### src/rtl/ws2812_pkg.sv
// WS2812 line timing shared by the transmitter and receiver, expressed in
// 100 MHz clock cycles, plus the receiver's decoder state encoding.
package ws2812_pkg;

  localparam int WS_CLK_MHZ      = 100;
  localparam int WS_T0H          = 40;
  localparam int WS_T1H          = 80;
  localparam int WS_T_BIT        = 125;
  localparam int WS_LATCH_CYCLES = 5000;
  localparam int WS_BITS_PER_PIXEL = 24;

  // Receive thresholds: a glitch is well under T0H, the 0/1 split sits midway
  // between T0H and T1H, and anything past T0H+T1H is a stuck line.
  localparam int WS_MIN_HIGH    = (WS_T0H * 3) / 8;
  localparam int WS_THRESH_HIGH = (WS_T0H + WS_T1H) / 2;
  localparam int WS_MAX_HIGH    = WS_T0H + WS_T1H;

  typedef enum logic [1:0] {
    SYNC = 2'd0,
    IDLE = 2'd1,
    HIGH = 2'd2,
    LOW  = 2'd3
  } rx_state_t;

endpackage

### src/rtl/ws2812_pulse_meter.sv
// Synchronizes the raw WS2812 line, flags its edges and measures the length
// of the current high and low runs in clock cycles.
module ws2812_pulse_meter
  import ws2812_pkg::*;
#(
  parameter int MAX_HIGH     = WS_MAX_HIGH,
  parameter int LATCH_CYCLES = WS_LATCH_CYCLES,
  localparam int HCNT_W      = $clog2(MAX_HIGH + 2),
  localparam int LCNT_W      = $clog2(LATCH_CYCLES + 1)
) (
  input  logic              clk,
  input  logic              reset,
  input  logic              din,
  output logic              rise,
  output logic              fall,
  output logic [HCNT_W-1:0] hcnt,
  output logic [LCNT_W-1:0] lcnt
);

  localparam logic [HCNT_W-1:0] HCNT_SAT = HCNT_W'(MAX_HIGH + 1);
  localparam logic [LCNT_W-1:0] LCNT_SAT = LCNT_W'(LATCH_CYCLES);

  logic sync_q;
  logic din_s;
  logic din_d;

  always_ff @(posedge clk) begin
    if (reset) begin
      sync_q <= 1'b0;
      din_s  <= 1'b0;
      din_d  <= 1'b0;
    end else begin
      sync_q <= din;
      din_s  <= sync_q;
      din_d  <= din_s;
    end
  end

  assign rise = din_s & ~din_d;
  assign fall = ~din_s & din_d;

  // Each counter holds the length of the run ending in the previous cycle, so
  // on the falling-edge cycle hcnt is exactly the number of high cycles seen.
  always_ff @(posedge clk) begin
    if (reset) begin
      hcnt <= '0;
      lcnt <= '0;
    end else begin
      if (!din_s)
        hcnt <= '0;
      else if (hcnt != HCNT_SAT)
        hcnt <= hcnt + HCNT_W'(1);

      if (din_s)
        lcnt <= '0;
      else if (lcnt != LCNT_SAT)
        lcnt <= lcnt + LCNT_W'(1);
    end
  end

endmodule

### src/rtl/neopixel_rx.sv
// WS2812 receiver: decodes pulse widths into pixel words, tracks pixel index
// within a frame, and reports frame latches, overflow and protocol errors.
module neopixel_rx
  import ws2812_pkg::*;
#(
  parameter int BITS_PER_PIXEL = WS_BITS_PER_PIXEL,
  parameter int PX_COUNT_WIDTH = 6,
  parameter int MAX_PIXELS     = 52,
  parameter int MIN_HIGH       = WS_MIN_HIGH,
  parameter int THRESH_HIGH    = WS_THRESH_HIGH,
  parameter int MAX_HIGH       = WS_MAX_HIGH,
  parameter int LATCH_CYCLES   = WS_LATCH_CYCLES
) (
  input  logic                      clk,
  input  logic                      reset,
  input  logic                      din,
  output logic [BITS_PER_PIXEL-1:0] pixel_out,
  output logic                      pixel_valid,
  output logic [PX_COUNT_WIDTH-1:0] pixel_idx,
  output logic                      frame_done,
  output logic [PX_COUNT_WIDTH-1:0] frame_px_count,
  output logic                      bit_error,
  output logic                      px_overflow
);

  localparam int HCNT_W = $clog2(MAX_HIGH + 2);
  localparam int LCNT_W = $clog2(LATCH_CYCLES + 1);
  localparam int BCNT_W = $clog2(BITS_PER_PIXEL);

  localparam logic [HCNT_W-1:0]         H_MIN   = HCNT_W'(MIN_HIGH);
  localparam logic [HCNT_W-1:0]         H_THR   = HCNT_W'(THRESH_HIGH);
  localparam logic [HCNT_W-1:0]         H_MAX   = HCNT_W'(MAX_HIGH);
  localparam logic [LCNT_W-1:0]         L_LATCH = LCNT_W'(LATCH_CYCLES);
  localparam logic [BCNT_W-1:0]         B_LAST  = BCNT_W'(BITS_PER_PIXEL - 1);
  localparam logic [PX_COUNT_WIDTH-1:0] PX_MAX  = PX_COUNT_WIDTH'(MAX_PIXELS);

  logic              rise;
  logic              fall;
  logic [HCNT_W-1:0] hcnt;
  logic [LCNT_W-1:0] lcnt;

  ws2812_pulse_meter #(
    .MAX_HIGH     (MAX_HIGH),
    .LATCH_CYCLES (LATCH_CYCLES)
  ) u_meter (
    .clk   (clk),
    .reset (reset),
    .din   (din),
    .rise  (rise),
    .fall  (fall),
    .hcnt  (hcnt),
    .lcnt  (lcnt)
  );

  rx_state_t                 state;
  logic [BITS_PER_PIXEL-1:0] shreg;
  logic [BITS_PER_PIXEL-1:0] shreg_next;
  logic [BCNT_W-1:0]         bitcnt;
  logic [PX_COUNT_WIDTH-1:0] pxcnt;
  logic                      latch_hit;
  logic                      glitch;

  assign shreg_next = {shreg[BITS_PER_PIXEL-2:0], (hcnt >= H_THR)};
  assign latch_hit  = (lcnt == L_LATCH);
  assign glitch     = (hcnt > H_MAX) || (fall && (hcnt < H_MIN));

  always_ff @(posedge clk) begin
    if (reset) begin
      state          <= SYNC;
      shreg          <= '0;
      bitcnt         <= '0;
      pxcnt          <= '0;
      pixel_out      <= '0;
      pixel_idx      <= '0;
      frame_px_count <= '0;
      pixel_valid    <= 1'b0;
      frame_done     <= 1'b0;
      bit_error      <= 1'b0;
      px_overflow    <= 1'b0;
    end else begin
      pixel_valid <= 1'b0;
      frame_done  <= 1'b0;
      bit_error   <= 1'b0;
      px_overflow <= 1'b0;

      case (state)
        // Nothing is trusted until the line has been low for a full latch gap.
        SYNC: begin
          shreg  <= '0;
          bitcnt <= '0;
          pxcnt  <= '0;
          if (latch_hit)
            state <= rise ? HIGH : IDLE;
        end

        IDLE: begin
          if (rise)
            state <= HIGH;
        end

        HIGH: begin
          if (glitch) begin
            bit_error <= 1'b1;
            shreg     <= '0;
            bitcnt    <= '0;
            state     <= SYNC;
          end else if (fall) begin
            state <= LOW;
            if (bitcnt == B_LAST) begin
              bitcnt <= '0;
              shreg  <= '0;
              if (pxcnt < PX_MAX) begin
                pixel_out   <= shreg_next;
                pixel_idx   <= pxcnt;
                pixel_valid <= 1'b1;
                pxcnt       <= pxcnt + PX_COUNT_WIDTH'(1);
              end else begin
                px_overflow <= 1'b1;
              end
            end else begin
              bitcnt <= bitcnt + BCNT_W'(1);
              shreg  <= shreg_next;
            end
          end
        end

        LOW: begin
          // A latch with a partial word pending is a truncated pixel.
          if (latch_hit) begin
            frame_done     <= 1'b1;
            frame_px_count <= pxcnt;
            bit_error      <= (bitcnt != '0);
            pxcnt          <= '0;
            bitcnt         <= '0;
            shreg          <= '0;
            state          <= rise ? HIGH : IDLE;
          end else if (rise) begin
            state <= HIGH;
          end
        end

        default: state <= SYNC;
      endcase
    end
  end

endmodule
### config.mk
export PLATFORM = sky130hd
export DESIGN_NAME = neopixel_rx
export DESIGN_NICKNAME = d
export VERILOG_FILES = /design/src/rtl/ws2812_pkg.sv /design/src/rtl/ws2812_pulse_meter.sv /design/src/rtl/neopixel_rx.sv
export SDC_FILE = /design/constraint.sdc
export NUM_CORES = 1
export LEC_CHECK = 0
export BUFFER_PORTS_ARGS = -buffer_cell sky130_fd_sc_hd__buf_2
export CORE_MARGIN = 3
export CORE_UTILIZATION = 50
export DETAILED_ROUTE_END_ITERATION = 8
export GPL_TIMING_DRIVEN = 0
export HOLD_SLACK_MARGIN = 0.05
export PLACE_DENSITY = 0.81
export SYNTH_ARGS = -nofsm -noshare
export SYNTH_HDL_FRONTEND = slang
export SYNTH_SLANG_ARGS = --single-unit
### constraint.sdc
create_clock -name clk -period 2.7 [get_ports clk]
set_input_delay 0.54 -clock clk [delete_from_list [all_inputs] [get_ports clk]]
set_output_delay 0.54 -clock clk [all_outputs]
set_load 0.005 [all_outputs]
==> results.yml, run 1 <==
setup_path:
  crit_buf_inv: 2
  cp_max_fo: 8
  arrival_ps: 2500
  worstPathCellList: "inv_1, ha_1, and4b_1, and4_1, buf_2, a211oi_1, o21ai_0, o31ai_1"
  cp-end-kind: "register"
  cp_top_family: "compound AO/OA/AOI/OAI gates"
  critPathMaxStageDelay_ps: 540
  path_class: "register to register"
  required_ps: 2980
  rr_endpoint: "bitcnt[4]"
  cp_num_cells: 8
  startpoint_type: "register"
  r2r_cells: 8
  critPathLaunch: "u_meter.lcnt[0]"
  r2r_setup_slack_ps: 480
  slowest_stage: "a211oi_1"
  rr_startpoint: "u_meter.lcnt[0]"
worst_hold_path:
  hold_path_end: "u_meter.sync_q"
  hold_path.class: "input pin to register"
  hold_start: "din"
  holdPathStages: 2
global_route:
  grt_pass1_vias: 3185
  grt_max_degree: 20
  antenna_found_initial: 0
  grt_use_total_pct: 20.0
  overflow: 0
  grt_pass1_wl_mm: 14.7
outcome:
  status: "complete, no violations"
yosys:
  synth_xor_area_share_pct: 3.00
  yosys.area.top_type: "dfxtp_1"
  synth_top_family_by_area: "simple AND/OR/NAND/NOR gates"
  synth_area_leaders: "dfxtp_1 (48%), nor2_1 (7.3%), mux2i_1 (6.9%), a32oi_1 (4.7%), ha_1 (2.4%)"
  synth-compound-area-share_pct: 13.5
  yosys_warnings: 0
  synth_common_cells: "dfxtp_1 (99), nor2_1 (80), mux2i_1 (28), nand2_1 (24), a32oi_1 (22)"
  synth_most_common_cell: "dfxtp_1"
  synth-edff-count: 0
  synthSimpleGateAreaFrac_pct: 21.1
  synthAdderAreaFrac_pct: 2.45
  async_reset_ff_share_pct: 0
  yosys.cell_types.count: 53
  yosysSeqAreaShare_pct: 48.5
  synth_area_um2: 4090
  syn_inst: 440
  yosysTopAreaCellShare_pct: 48.5
  synthesis.nets: 451
  synth_seq_cells: 99
  ys.flop_type: "dfxtp_1"
  muxShareOfSynthArea_pct: 6.86
  syn_avg_cell_area_um2: 9.29
pwr:
  pwr-share-clk_pct: 40.1
  seq_power_share_pct: 57.8
  irDropWorstVdd_uv: 354
  pwr-share-comb_pct: 2.1
  p_per_area_nw_per_um2: 548
  p_int_uw: 1940
  swShare_pct: 23.8
  power.switching_uw: 606
  leakage_uw: 0.00172
finish:
  finalNonFillerCells: 599
  drive_gt1_share_pct: 16.1
  diodes: 0
  layout.area.seq_um2: 1980
  final_net_count: 503
  multi_input_area_um2: 1910
  nFillCells: 706
  areaGrowthSynthToFinish_pct: 13.5
placement:
  placedCellCount: 583
  routabilityCongestion: 0.910
  portBuffers: 41
  dp_slack_ps: 531
  dp_hpwl_mm: 6.25
sta:
  skew_ps: 14.1
  finalMaxSlewViolations: 0
  final.min_clock_period_ps: 2220
  fmax_ghz: 0.451
  slew_headroom_pct: 51.8
  finalCritPeriodShare_pct: 82.2
  setup_ws_ps: 481
  setup_viol: 0
  hold_viol_final: 0
  rsz0062_at_grt: "false"
  worstMarginPinSlew_ps: 704
  fin_tns_setup_ps: 0
route:
  avgRoutedWirePerCell_um: 14.6
  first_iter_violations: 213
  vias: 3396
  finalWirelength_mm: 8.77
  drc: 0
  dr.pass1.iters: 5
  vias_per_cell: 5.67
  antenna_left: 0
floorplanning:
  die_h_um: 96.4
  core_area_um2: 7850
  core.rowCount: 32
  fp.dieW_um: 96.4
  start_util_pct: 52.1
  top_level_ports: 43
  die_area_um2: 9290
clocking:
  cts_resized: 0
  cts_setup_buffers: 0
  numCtsBuffers: 9
  clkTransAtPathRegs_ps: 100
  cts_buffer_depth: 2
  cts_tree: "done"
  cts_hold_buffers: 0
  cts_root_buf: "clkbuf_8"
  cts.sinks: 99
  clock_latency_ps: 380
  htreeDepth: 3
job:
  drv_cap: 0
## kinds of logic after synthesis
family / count (synthesis)
and+or+nand+nor: 173
DFF: 99
AOI/OAI and AO/OA: 78
buffers and inverters: 40
muxes: 28
xor gates and xnor gates: 14
adders and majority gates: 8
## final cells by class
type	instances	share of cell area, %
multi-input combinational	301	41.3
clock buffer	9	2.67
inverter	18	1.46
tap	102	2.75
clock inverter	7	2.05
buffer	22	2.64
sequential	99	42.7
timing repair buffer	41	4.42
## worst register-to-register path: cells and delay by family, from the launching register on
| kind | cells | cell delay (ps) |
|---|---|---|
| AOI/OAI and AO/OA | 3 | 860 |
| and+or+nand+nor | 2 | 440 |
| DFF | 1 | 380 |
| buffers and inverters | 2 | 260 |
| adders and majority gates | 1 | 200 |
## registers in the layout, summed over array words and instances (netlist names)
name and cells:
bit_error 1, bitcnt 5, frame_done 1, frame_px_count 6, pixel_idx 6, pixel_out 24
pixel_valid 1, px_overflow 1, pxcnt 6, shreg 23, state 2, u_meter.din_d 1
u_meter.din_s 1, u_meter.hcnt 7, u_meter.lcnt 13, u_meter.sync_q 1
## metal layers
layer	GRT usage, %	wire [µm]
met1	25.8	3990
met2	32.1	4190
met3	6.51	544
met4	5.96	47
met5	0	0
## through the flow
stage               cell area, µm²  total power, µW  hold WS (ps)  utilization [%]
detailed placement            4420             1560           425             56.3
CTS                           4640             2570           368             59.1
finish                        4640             2540           381             59.1
floorplan                     4090             1540           414                -
global route                  4640             2640           361             59.1
global placement              4420             1560           417             56.3
## power by group through the flow
stage	logic [µW]	registers, µW	clock network [µW]
floorplan	39.0	1500	0
global placement	51.9	1500	0
detailed placement	53.0	1500	0
CTS	53.3	1470	1040
global route	59.9	1470	1110
finish	53.6	1470	1020
## cell usage in the layout, fill, tap and decap left out, types with 12 or more instances in the layout
cell type  Yosys  final
dfxtp_1       99     99
nor2_1        80     80
buf_2          5     46
mux2i_1       28     28
nand2_1       24     24
a32oi_1       22     22
inv_1         18     18
nand3_1       18     18
a21oi_1       17     17
clkbuf_1      12     12
## worst max-delay path by stage
| stage | end | slack, ps |
|---|---|---|
| after floorplan | pixel_idx[0] | 790 |
| after global placement | pixel_out[21] | 580 |
| after detailed placement | pixel_out[18] | 530 |
| after CTS | pixel_out[18] | 490 |
| after global routing | pixel_idx[3] | 280 |
| final | bitcnt[4] | 480 |
Note: power is estimated with default switching activity, not from simulation.
==> run 2: changes to the inputs <==
--- a/config.mk
+++ b/config.mk
@@ -11,7 +11,7 @@
 export DETAILED_ROUTE_END_ITERATION = 8
 export GPL_TIMING_DRIVEN = 0
 export HOLD_SLACK_MARGIN = 0.05
-export PLACE_DENSITY = 0.81
+export PLACE_DENSITY = 0.83
 export SYNTH_ARGS = -nofsm -noshare
 export SYNTH_HDL_FRONTEND = slang
 export SYNTH_SLANG_ARGS = --single-unit
==> constraint.sdc (replaced) <==
create_clock -name clk -period 2 [get_ports clk]
set_input_delay 0.4 -clock clk [delete_from_list [all_inputs] [get_ports clk]]
set_output_delay 0.4 -clock clk [all_outputs]
set_load 0.005 [all_outputs]
==> run 2 against run 1 <==
The run now ends with setup timing left. Maximum frequency grew 9.4%. Wire length is 10% higher. Clock power grew 23%. Critical path depth did not move. Via count rose by 5.2%. Critical endpoint is now pixel_out[23]. Clock skew rose by 1.4 ps. Sequential share of layout area is 1.8 points lower.
==> results.yml, run 2 (synthesis gave the netlist of run 1 again) <==
global_route:
  overflow: 0
  grt_max_degree: 20
  grt_pass1_vias: 3216
  grt_pass1_wl_mm: 14.6
  antenna_found_initial: 0
  grt_use_total_pct: 19.9
job:
  drv_cap: 0
finish:
  finish.utilization_pct: 62.2
  largestRegisters: "pixel_out: 24 flops, shreg: 23 flops, u_meter.lcnt: 13 flops"
  stdcell_area_um2: 4880
  most-common-layout-cells: "dfxtp_1 (91), nor2_1 (79), buf_2 (43), mux2i_1 (27), nand2_1 (24)"
  nFillCells: 642
  drive_gt1_share_pct: 22.0
  largest_reg_flops: 24
  areaGrowthSynthToFinish_pct: 19.4
  largest-register: "pixel_out"
  layout_commonest_cell: "dfxtp_1"
  diodes: 0
  final_net_count: 516
clocking:
  clock_latency_ps: 380
  htreeDepth: 3
  numCtsBuffers: 9
  cts_buffer_depth: 2
  cts_tree: "done"
  cts_root_buf: "clkbuf_8"
  clkTransAtPathRegs_ps: 100
  cts.sinks: 99
sta:
  setup_ws_ps: -28.0
  rsz0062_at_grt: "true"
  fmax_ghz: 0.493
  skew_ps: 15.5
  slew_headroom_pct: 57.9
  worstMarginPinSlew_ps: 631
  finalCritPeriodShare_pct: 101
  setup_viol: 2
  finalMaxSlewViolations: 0
  final.min_clock_period_ps: 2030
  holdWs_ps: 255
  hold_viol_final: 0
setup_path:
  required_ps: 2240
  cp-end-kind: "register"
  critPathLaunch: "bitcnt[1]"
  r2r_cells: 8
  rr_endpoint: "pixel_out[23]"
  path_class: "register to register"
  cp_max_fo: 6
  startpoint_type: "register"
  endpoint: "pixel_out[23]"
  arrival_ps: 2270
  rr_startpoint: "bitcnt[1]"
  r2r_setup_slack_ps: -30
outcome:
  status: "finished with violations"
  violations: "setup timing"
pwr:
  p_per_area_nw_per_um2: 679
  leakage_uw: 0.00179
  irDropWorstVdd_uv: 396
placement:
  portBuffers: 41
  dp_hpwl_mm: 6.19
  placed_area_um2: 4420
  routabilityCongestion: 0.906
route:
  avgRoutedWirePerCell_um: 15.8
  drc: 0
  antenna_left: 0
  dr.pass1.iters: 5
  first_iter_violations: 209
  vias_per_cell: 5.84
  vias: 3574
  finalWirelength_mm: 9.69
worst_hold_path:
  hold_path.class: "input pin to register"
  hold_start: "din"
floorplanning:
  core.rowCount: 32
  top_level_ports: 43
  die_area_um2: 9290
  start_util_pct: 52.1
  core_area_um2: 7850
  fp.dieW_um: 96.4
  die_h_um: 96.4
==> run 2: changes by cell type in the layout (fill, tap and decap cells not counted), sizes merged <==
cell      change
inv           +2
bufinv        -1
clkbuf        +3
buf          +10
clkinv        -2
clkinvlp      +1
==> run 2: cell type report <==
type / count / area, µm² / share of cell area (%)
buffer: 22 / 169 / 3.46
clock buffer: 9 / 124 / 2.54
clock inverter: 7 / 65.1 / 1.33
inverter: 18 / 67.6 / 1.38
multi-input combinational: 301 / 1990 / 40.7
sequential: 99 / 2000 / 40.9
tap: 102 / 128 / 2.62
timing repair buffer: 54 / 342 / 7.00
==> run 2: timing repair <==
action,CTS,global route
setup buffers,2,8
setup endpoints to repair,54,60
gates resized for setup,11,31
hold buffers,0,0
gates cloned,0,3
pin swaps,1,4
==> run 2: worst max-delay path, stage by stage, from the launching register on <==
cell       delay (ps)
dfxtp_4           390
ha_4              130
and4b_2           320
nand3_4           120
nor4_4            270
buf_6             220
clkbuf_16         170
mux2i_1           200
nor2_1             60
==> run 2: where the power goes <==
group          switching, µW  internal (µW)  total (µW)  leakage [µW]
Combinational           58.6           21.6        80.2      0.000890
Sequential              7.07           1980        1980      0.000802
Clock                    764            488        1250     0.0000951
Total                    830           2490        3310       0.00179
==> run 2: how the worst min path moves through the flow <==
stage,cells past startpoint,endpoint
after CTS,2,u_meter.sync_q
after global placement,1,u_meter.din_s
after global routing,2,u_meter.sync_q
final,2,u_meter.sync_q
after floorplan,1,u_meter.din_s
after detailed placement,1,u_meter.din_s
==> run 2: metrics by stage <==
stage	cells	setup slack [ps]	total power, µW	setup TNS (ps)
after detailed placement	583	-215	2100	-6340
after CTS	601	-47.9	3330	-382
after global routing	612	-92.5	3420	-1750
after global placement	583	-122	2100	-3780
after floorplan	440	94.3	2080	0
final	612	-28.0	3310	-41.5
==> run 2: per-layer routing <==
layer / vias up / track usage [%] / share of wire (%)
li1: 1685 / - / -
met1: 1728 / 26.2 / 44
met2: 142 / 31.2 / 48
met3: 19 / 5.96 / 7.4
met4: 0 / 6.66 / 1.4
met5: - / 0 / 0
